==> config.mk <==
export PLATFORM = sky130hd
export DESIGN_NAME = front_end_pipe
export DESIGN_NICKNAME = d
export VERILOG_FILES = /design/src/rtl/front_end_pkg.sv /design/src/rtl/valid_pipe.sv /design/src/rtl/front_end_pipe.sv
export SDC_FILE = /design/constraint.sdc
export NUM_CORES = 1
export LEC_CHECK = 0
export ABC_CLOCK_PERIOD_IN_PS = 7000
export CAP_MARGIN = 20
export CORE_MARGIN = 8
export CORE_UTILIZATION = 35
export CTS_BUF_LIST = sky130_fd_sc_hd__clkbuf_8
export DETAILED_ROUTE_END_ITERATION = 7
export PLACE_DENSITY = 0.57
export SLEW_MARGIN = 10
export SYNTH_ARGS = -nofsm -noshare
export SYNTH_HDL_FRONTEND = slang
export SYNTH_SLANG_ARGS = --single-unit
==> constraint.sdc <==
create_clock -name aclk -period 7 [get_ports aclk]
set_input_delay 0.7 -clock aclk [delete_from_list [all_inputs] [get_ports aclk]]
set_output_delay 0.7 -clock aclk [all_outputs]
set_load 0.05 [all_outputs]
==> src/rtl/front_end_pkg.sv <==
// Shared types and defaults for the coprocessor control front end.
// State encoding is fixed so the register front end can decode it.
package front_end_pkg;

  typedef enum logic [1:0] {
    IDLE  = 2'd0,
    RUN   = 2'd1,
    DRAIN = 2'd2,
    DONE  = 2'd3
  } state_t;

  localparam int DEF_N_CH  = 2;
  localparam int DEF_CNT_W = 16;
  localparam int DEF_LAT   = 3;

endpackage

==> src/rtl/valid_pipe.sv <==
// Enable-gated valid delay line matching the datapath latency.
// Only the oldest stage is exposed; it marks a result leaving the datapath.
module valid_pipe #(
  parameter int LAT = 3
) (
  input  logic clk,
  input  logic rst,
  input  logic en,
  input  logic din,
  output logic dout
);

  logic [LAT-1:0] q;

  generate
    if (LAT == 1) begin : g_one
      always_ff @(posedge clk) begin
        if (rst)
          q <= '0;
        else if (en)
          q <= din;
      end
    end else begin : g_many
      always_ff @(posedge clk) begin
        if (rst)
          q <= '0;
        else if (en)
          q <= {q[LAT-2:0], din};
      end
    end
  endgenerate

  assign dout = q[LAT-1];

endmodule

==> src/rtl/front_end_pipe.sv <==
// Control front end: lockstep channel reads, datapath enable gating,
// in-flight tracking and completion after a programmed word count.
module front_end_pipe
  import front_end_pkg::*;
#(
  parameter int N_CH  = DEF_N_CH,
  parameter int CNT_W = DEF_CNT_W,
  parameter int LAT   = DEF_LAT
) (
  input  logic             aclk,
  input  logic             areset,
  input  logic             start,
  input  logic [CNT_W-1:0] len,
  input  logic [N_CH-1:0]  empty,
  input  logic             full,
  output logic             en,
  output logic [N_CH-1:0]  rden,
  output logic             wr,
  output logic             busy,
  output logic             done
);

  localparam logic [CNT_W-1:0] ONE = CNT_W'(1);

  state_t           state;
  logic [CNT_W-1:0] len_q;
  logic [CNT_W-1:0] rd_cnt;
  logic [CNT_W-1:0] wr_cnt;
  logic             adv;
  logic             issue;
  logic             in_run;
  logic             in_drain;
  logic             vlast;

  assign adv      = !full;
  assign in_run   = (state == RUN);
  assign in_drain = (state == DRAIN);
  assign issue    = in_run && adv && !(|empty)
                 && (rd_cnt != len_q);

  assign en   = (in_run || in_drain) && adv;
  assign rden = {N_CH{issue}};
  assign wr   = en && vlast;
  assign busy = in_run || in_drain;
  assign done = (state == DONE);

  // Bubbles enter on empty stalls; full freezes the line.
  valid_pipe #(
    .LAT (LAT)
  ) u_vpipe (
    .clk  (aclk),
    .rst  (areset),
    .en   (en),
    .din  (issue),
    .dout (vlast)
  );

  always_ff @(posedge aclk) begin
    if (areset) begin
      state  <= IDLE;
      len_q  <= '0;
      rd_cnt <= '0;
      wr_cnt <= '0;
    end else begin
      unique case (state)
        IDLE: begin
          if (start) begin
            if (len != '0) begin
              state  <= RUN;
              len_q  <= len;
              rd_cnt <= '0;
              wr_cnt <= '0;
            end else begin
              state <= DONE;
            end
          end
        end
        RUN: begin
          if (issue)
            rd_cnt <= rd_cnt + ONE;
          if (wr)
            wr_cnt <= wr_cnt + ONE;
          if (issue && rd_cnt == len_q - ONE)
            state <= DRAIN;
        end
        DRAIN: begin
          if (wr) begin
            wr_cnt <= wr_cnt + ONE;
            if (wr_cnt == len_q - ONE)
              state <= DONE;
          end
        end
        DONE: begin
          if (!start)
            state <= IDLE;
        end
        default: state <= IDLE;
      endcase
    end
  end

endmodule

=== After elaboration in Yosys (flattened, before gate mapping) ===
Cells that the tools add are included.

* Bits in registers: 53
* Input port bits: 22
* Output and inout port bits: 6

* $add $sub $neg: 3
* Equality and inequality tests: 14
* Multiplexer cells: 13
* Reduce and logical (&&, ||, !) cells: 19

{| class="wikitable"
|+ Operator list
! kind !! number
|-
| 16-bit two-way mux || 4
|-
| 16-bit case mux with 2 select lines || 2
|-
| 16-bit by 1-bit adder with 16-bit output (second input constant) || 2
|-
| 16-bit equality test || 2
|-
| 16-bit inequality test || 1
|-
| 16-bit nonzero test || 1
|-
| 16-bit by 1-bit subtractor with 16-bit output (second input constant) || 1
|-
| 2-bit two-way mux || 6
|-
| 2-bit inequality test (second input constant) || 5
|-
| 2-bit case mux with 4 select lines || 1
|-
| 4-bit AND reduction || 2
|-
| 1-bit logical AND || 6
|-
| 2-bit by 1-bit inequality test with 1-bit output (second input constant) || 3
|-
| 5-bit AND reduction || 1
|-
| 2-bit equality test (second input constant) || 2
|-
| 2-bit nonzero test || 2
|-
| 2-bit OR reduction || 2
|-
| 3-bit AND reduction || 1
|-
| 2-bit by 1-bit equality test with 1-bit output (second input constant) || 1
|-
| 1-bit logical NOT || 2
|-
| 2-bit logical NOT || 1
|-
| 1-bit logical OR || 1
|}

=== Logic depth before layout (Yosys ltp) ===
* Depth after elaboration: 7
* Depth in mapped cells: 11
* Depth with buffers taken out: 10

=== Hierarchy ===
A second synthesis with hierarchy kept.

* Cell total of the unflattened synthesis: 418
* Area total of the unflattened synthesis: 3478.3 µm²

{| class="wikitable"
|+ Modules (own cells, without submodules)
! module !! instances !! cells each !! area an instance (µm²)
|-
| front_end_pipe || 1 || 409 || 3377.0
|-
| valid_pipe || 1 || 9 || 101.3
|}

=== Worst setup path before layout ===
No wires, ideal clock.

* Path type: register to register
* From: reg state[0]
* To: reg state[0]
* Library setup time: 91 ps
* Arrival time: 2979 ps
* Data required time: 6909 ps
* Slack: 3930 ps
* Cell stages (with the launch flop): 11
* Buffers on the path: 0
* Period minus slack after synthesis: 3070 ps
* Cell sequence: dfxtp_1 inv_1 ha_1 and3b_1 o221ai_1 nor4_1 nand4_1 nor4_1 o2bb2ai_1 a21oi_1 a311oi_1

{| class="wikitable"
|+ RTL lines
! what !! RTL line !! source
|-
| start: declaration || front_end_pipe.sv:25 || <nowiki>state_t state;</nowiki>
|-
| start signal: assignment || front_end_pipe.sv:60 || <nowiki>state <= IDLE;</nowiki>
|-
| start signal: assignment || front_end_pipe.sv:69 || <nowiki>state <= RUN;</nowiki>
|-
| start signal: assignment || front_end_pipe.sv:74 || <nowiki>state <= DONE;</nowiki>
|-
| 2-bit by 1-bit equality test with 1-bit output / 2-bit equality test (equally long branches) || front_end_pipe.sv:36, front_end_pipe.sv:37 ||
|-
| 1-bit logical OR * || -- ||
|-
| named net busy || front_end_pipe.sv:19 || <nowiki>output logic busy,</nowiki>
|-
| 1-bit logical AND * || front_end_pipe.sv:41 || <nowiki>assign en = (in_run || in_drain) && adv;</nowiki>
|-
| 1-bit logical AND * || front_end_pipe.sv:43 || <nowiki>assign wr = en && vlast;</nowiki>
|-
| named net wr || front_end_pipe.sv:18 || <nowiki>output logic wr,</nowiki>
|-
| 2-bit inequality test (no line) * || -- ||
|-
| 5-bit AND reduction (no line) * || -- ||
|}

The timed path passes the listed nets; every way through them passes the cells marked *.
A chain may end at the register's enable or synchronous reset.

=== Worst setup path after layout ===
* From: in full
* To: out rden[0]

* Word-level cells in the longest chain between the ends: 4

{| class="wikitable"
|+ RTL lines
! what !! RTL line !! source
|-
| start: declaration || front_end_pipe.sv:15 || <nowiki>input logic full,</nowiki>
|-
| 1-bit logical NOT || front_end_pipe.sv:35 || <nowiki>assign adv = !full;</nowiki>
|-
| 1-bit logical AND (2 in a row) || front_end_pipe.sv:38 || <nowiki>assign issue = in_run && adv && !(|empty)</nowiki>
|-
| 1-bit logical AND || front_end_pipe.sv:39 || <nowiki>&& (rd_cnt != len_q);</nowiki>
|-
| end: declaration || front_end_pipe.sv:17 || <nowiki>output logic [N_CH-1:0] rden,</nowiki>
|}

Every way passes these cells.

==> run metrics <==
Max clock buf depth 2; CTS clk-pin slew, worst paths 0.11 ns; GRT overflow 0; H-tree lvl count 2; max_slew headroom 0.339; Mapped Cells 391; max_cap viols 0; M2 GR Usage 0.218; top-area cell type share of the netlist area 0.315; DR pass1 iterations 4; Worst Setup Start Kind primary input; antenna violations before repair 0; Distinct cells, synth 59; Min-Delay Path Class reg -> reg; FF+latch area 1060 um2; antenna-violating nets left 0; setup repair bufs after CTS 0; pwr dens 291 nW/um2; Final setup violation count 0; first-pass GRT wire length 13,800 um; Synth area leader dfxtp_1; final hold violations 0; synth top area cells dfxtp_1 (32%), xnor2_1 (12%), xor2_1 (8.6%); Crit. End Element output port; Setup Skew 0.0192 ns; Initial Util 0.353; CP Class in -> out; Post-synth EDFFs 0; Sw Pwr 0.451 mW; crit share post-route 0.562; Final min period 3.93 ns; final net count 433; met3 global-route usage 0.0232; fmax 254 MHz; detailed-route via count 2,725; synth warn 0; die height 114 um; GR peak layer met2; CTS Hold Bufs 0; CTS sink count 53; # diodes 0; unrepaired setup endpoints after global routing false; total CTS buffers 5; Power Internal 0.656 mW; fraction of layout cells with a size suffix above 1 0.0617; Max Slew Vio Count 0; largest net degree at the start of global routing 26; die footprint 13,000 um2; DR DRC count 0; outcome finished, final reports clean; clock network fraction of total power 0.194; vias per cell 5.07; GPL Wtd Cong 0.892; area of the multi-input gates 2130 um2; Chip Width 114 um; Ports 28; Yosys reg bits 53; Power, Total 1.11 mW; PostCTS Resize Cnt 0; HPWL Detailed 6530 um; met1 Usage GRT 0.174; part of the Yosys area used for sequential elements 0.315; Logic pwr share 0.461; number of buffers added on ports 27; WL/cell 15.3 um; P_leak 1.39 nW; core box area 9550 um2; Tightest Pin Transition 0.989 ns; ys flop type dfxtp_1; Syn-to-layout area delta 13.0%; CTS tree built; sequential power share 0.345; Fillers 974; Switching Share 0.407; crit path DAT 3.23 ns; root buf cell clkbuf_8; vias in the first global route 2,636; Synth Cell Area 3370 um2; Max FO, Critical Path 4; Max VDD drop 177 uV; Async SR Flop Fraction 0; final WL 8260 um; Total GRT Usage 0.133; Worst Path Required 6.30 ns; post-route setup TNS 0 ns; Row Count 36; syn nets 420; Iter 0 DRT Violations 181; mean post-synth cell area 8.61 um2; worst-skew pair later-pin latency 0.32 ns
-- power groups by stage --
stage          sequential (mW)  clock (mW)  combinational, mW
2_1_floorplan            0.353           0              0.435
3_3_place_gp             0.389           0              0.512
3_5_place_dp             0.389           0              0.511
4_1_cts                  0.381       0.219              0.513
5_1_grt                  0.387       0.232              0.567
6_report                 0.382       0.215              0.510
-- final cells by class --
class | count | area share
Multi-Input combinational cell | 301 | 0.560
Sequential cell | 53 | 0.279
Timing Repair Buffer | 28 | 0.0730
Tap cell | 133 | 0.0437
Clock buffer | 5 | 0.0181
Inverter | 15 | 0.0148
Clock inverter | 3 | 0.0112
-- cell usage in the layout, fill, tap and decap left out, types with 2 or more instances in the layout --
cell type | Yosys | final
a21oi_1 | 9 | 9
nand2b_1 | 4 | 4
xor2_1 | 33 | 33
or3_1 | 3 | 3
nand3_1 | 13 | 13
nand4b_1 | 2 | 2
nand4_1 | 13 | 13
nor3_2 | 2 | 2
dfxtp_1 | 53 | 53
a2111oi_2 | 2 | 2
inv_1 | 15 | 16
xnor2_1 | 46 | 46
clkbuf_8 | 0 | 5
mux2i_1 | 20 | 20
or4_1 | 2 | 2
nor3_1 | 4 | 4
and3_1 | 7 | 7
o22a_1 | 2 | 2
clkdlybuf4s50_1 | 0 | 27
nor2_1 | 60 | 60
a311oi_1 | 2 | 2
nand3b_1 | 2 | 2
o21ai_0 | 6 | 6
a21o_1 | 2 | 2
nand2_1 | 19 | 19
nor4_4 | 2 | 2
a31oi_1 | 2 | 2
o21bai_1 | 2 | 2
and2_1 | 2 | 2
nor4_1 | 8 | 8
ha_1 | 7 | 7
o221ai_1 | 2 | 2
-- path summary, 6_finish.rpt --
path | cells past startpoint | startpoint | slack [ns] | endpoint
worst max register to register | 8 | len_q[0] | 3.58 | state[0]
worst min register to register | 2 | u_vpipe.q[0] | 0.51 | u_vpipe.q[0]
worst min-delay path | 2 | u_vpipe.q[0] | 0.51 | u_vpipe.q[0]
worst max-delay path | 5 | full | 3.07 | rden[0]
-- cells in the mapped netlist (all sizes together), types with 8 or more instances --
master / number
nand4: 13
xor2: 33
mux2i: 20
dfxtp: 53
clkbuf: 10
xnor2: 46
nand3: 14
nand2: 19
and3: 8
inv: 15
nor4: 11
a21oi: 9
buf: 12
nor2: 60
-- critical path, cell delays in order --
cell and delay, ns:
clkdlybuf4s50_1 0.48, or4b_2 0.73, o21bai_1 0.31, inv_1 0.18, clkdlybuf4s50_1 0.83
-- cells by family (layout without fill, tap and decap cells) --
family | after synthesis | count (layout) | share of synthesized area
multiplexers | 20 | 20 | 0.0594
XOR/XNOR | 79 | 79 | 0.205
adder cells (fa/ha/maj) | 7 | 7 | 0.0260
flip-flops | 53 | 53 | 0.315
AND/OR/NAND/NOR | 156 | 156 | 0.255
buffers and inverters | 37 | 51 | 0.0516
AO/OA/AOI/OAI | 39 | 39 | 0.0877
-- registers in the layout (all words and copies together) (netlist names) --
name,cells
u_vpipe.q,3
state,2
wr_cnt,16
rd_cnt,16
len_q,16
-- metrics by stage --
step	instances	hold WS, ns	cell area [um2]	worst slack, ns	util
finish	538	0.510	3810	3.07	0.399
global route	538	0.538	3810	2.94	0.399
CTS	538	0.510	3810	3.05	0.399
detailed placement	530	0.485	3690	2.92	0.387
global placement	530	0.470	3690	3.06	0.387
floorplan	391	0.453	3370	3.93	-
-- per-layer routing --
metal | up-vias | part of all wire
met4 | 0 | 0.013
li1 | 1379 | -
met3 | 6 | 0.051
met2 | 58 | 0.48
met1 | 1282 | 0.46
met5 | - | 0
Power figures use the tool's default switching activity.
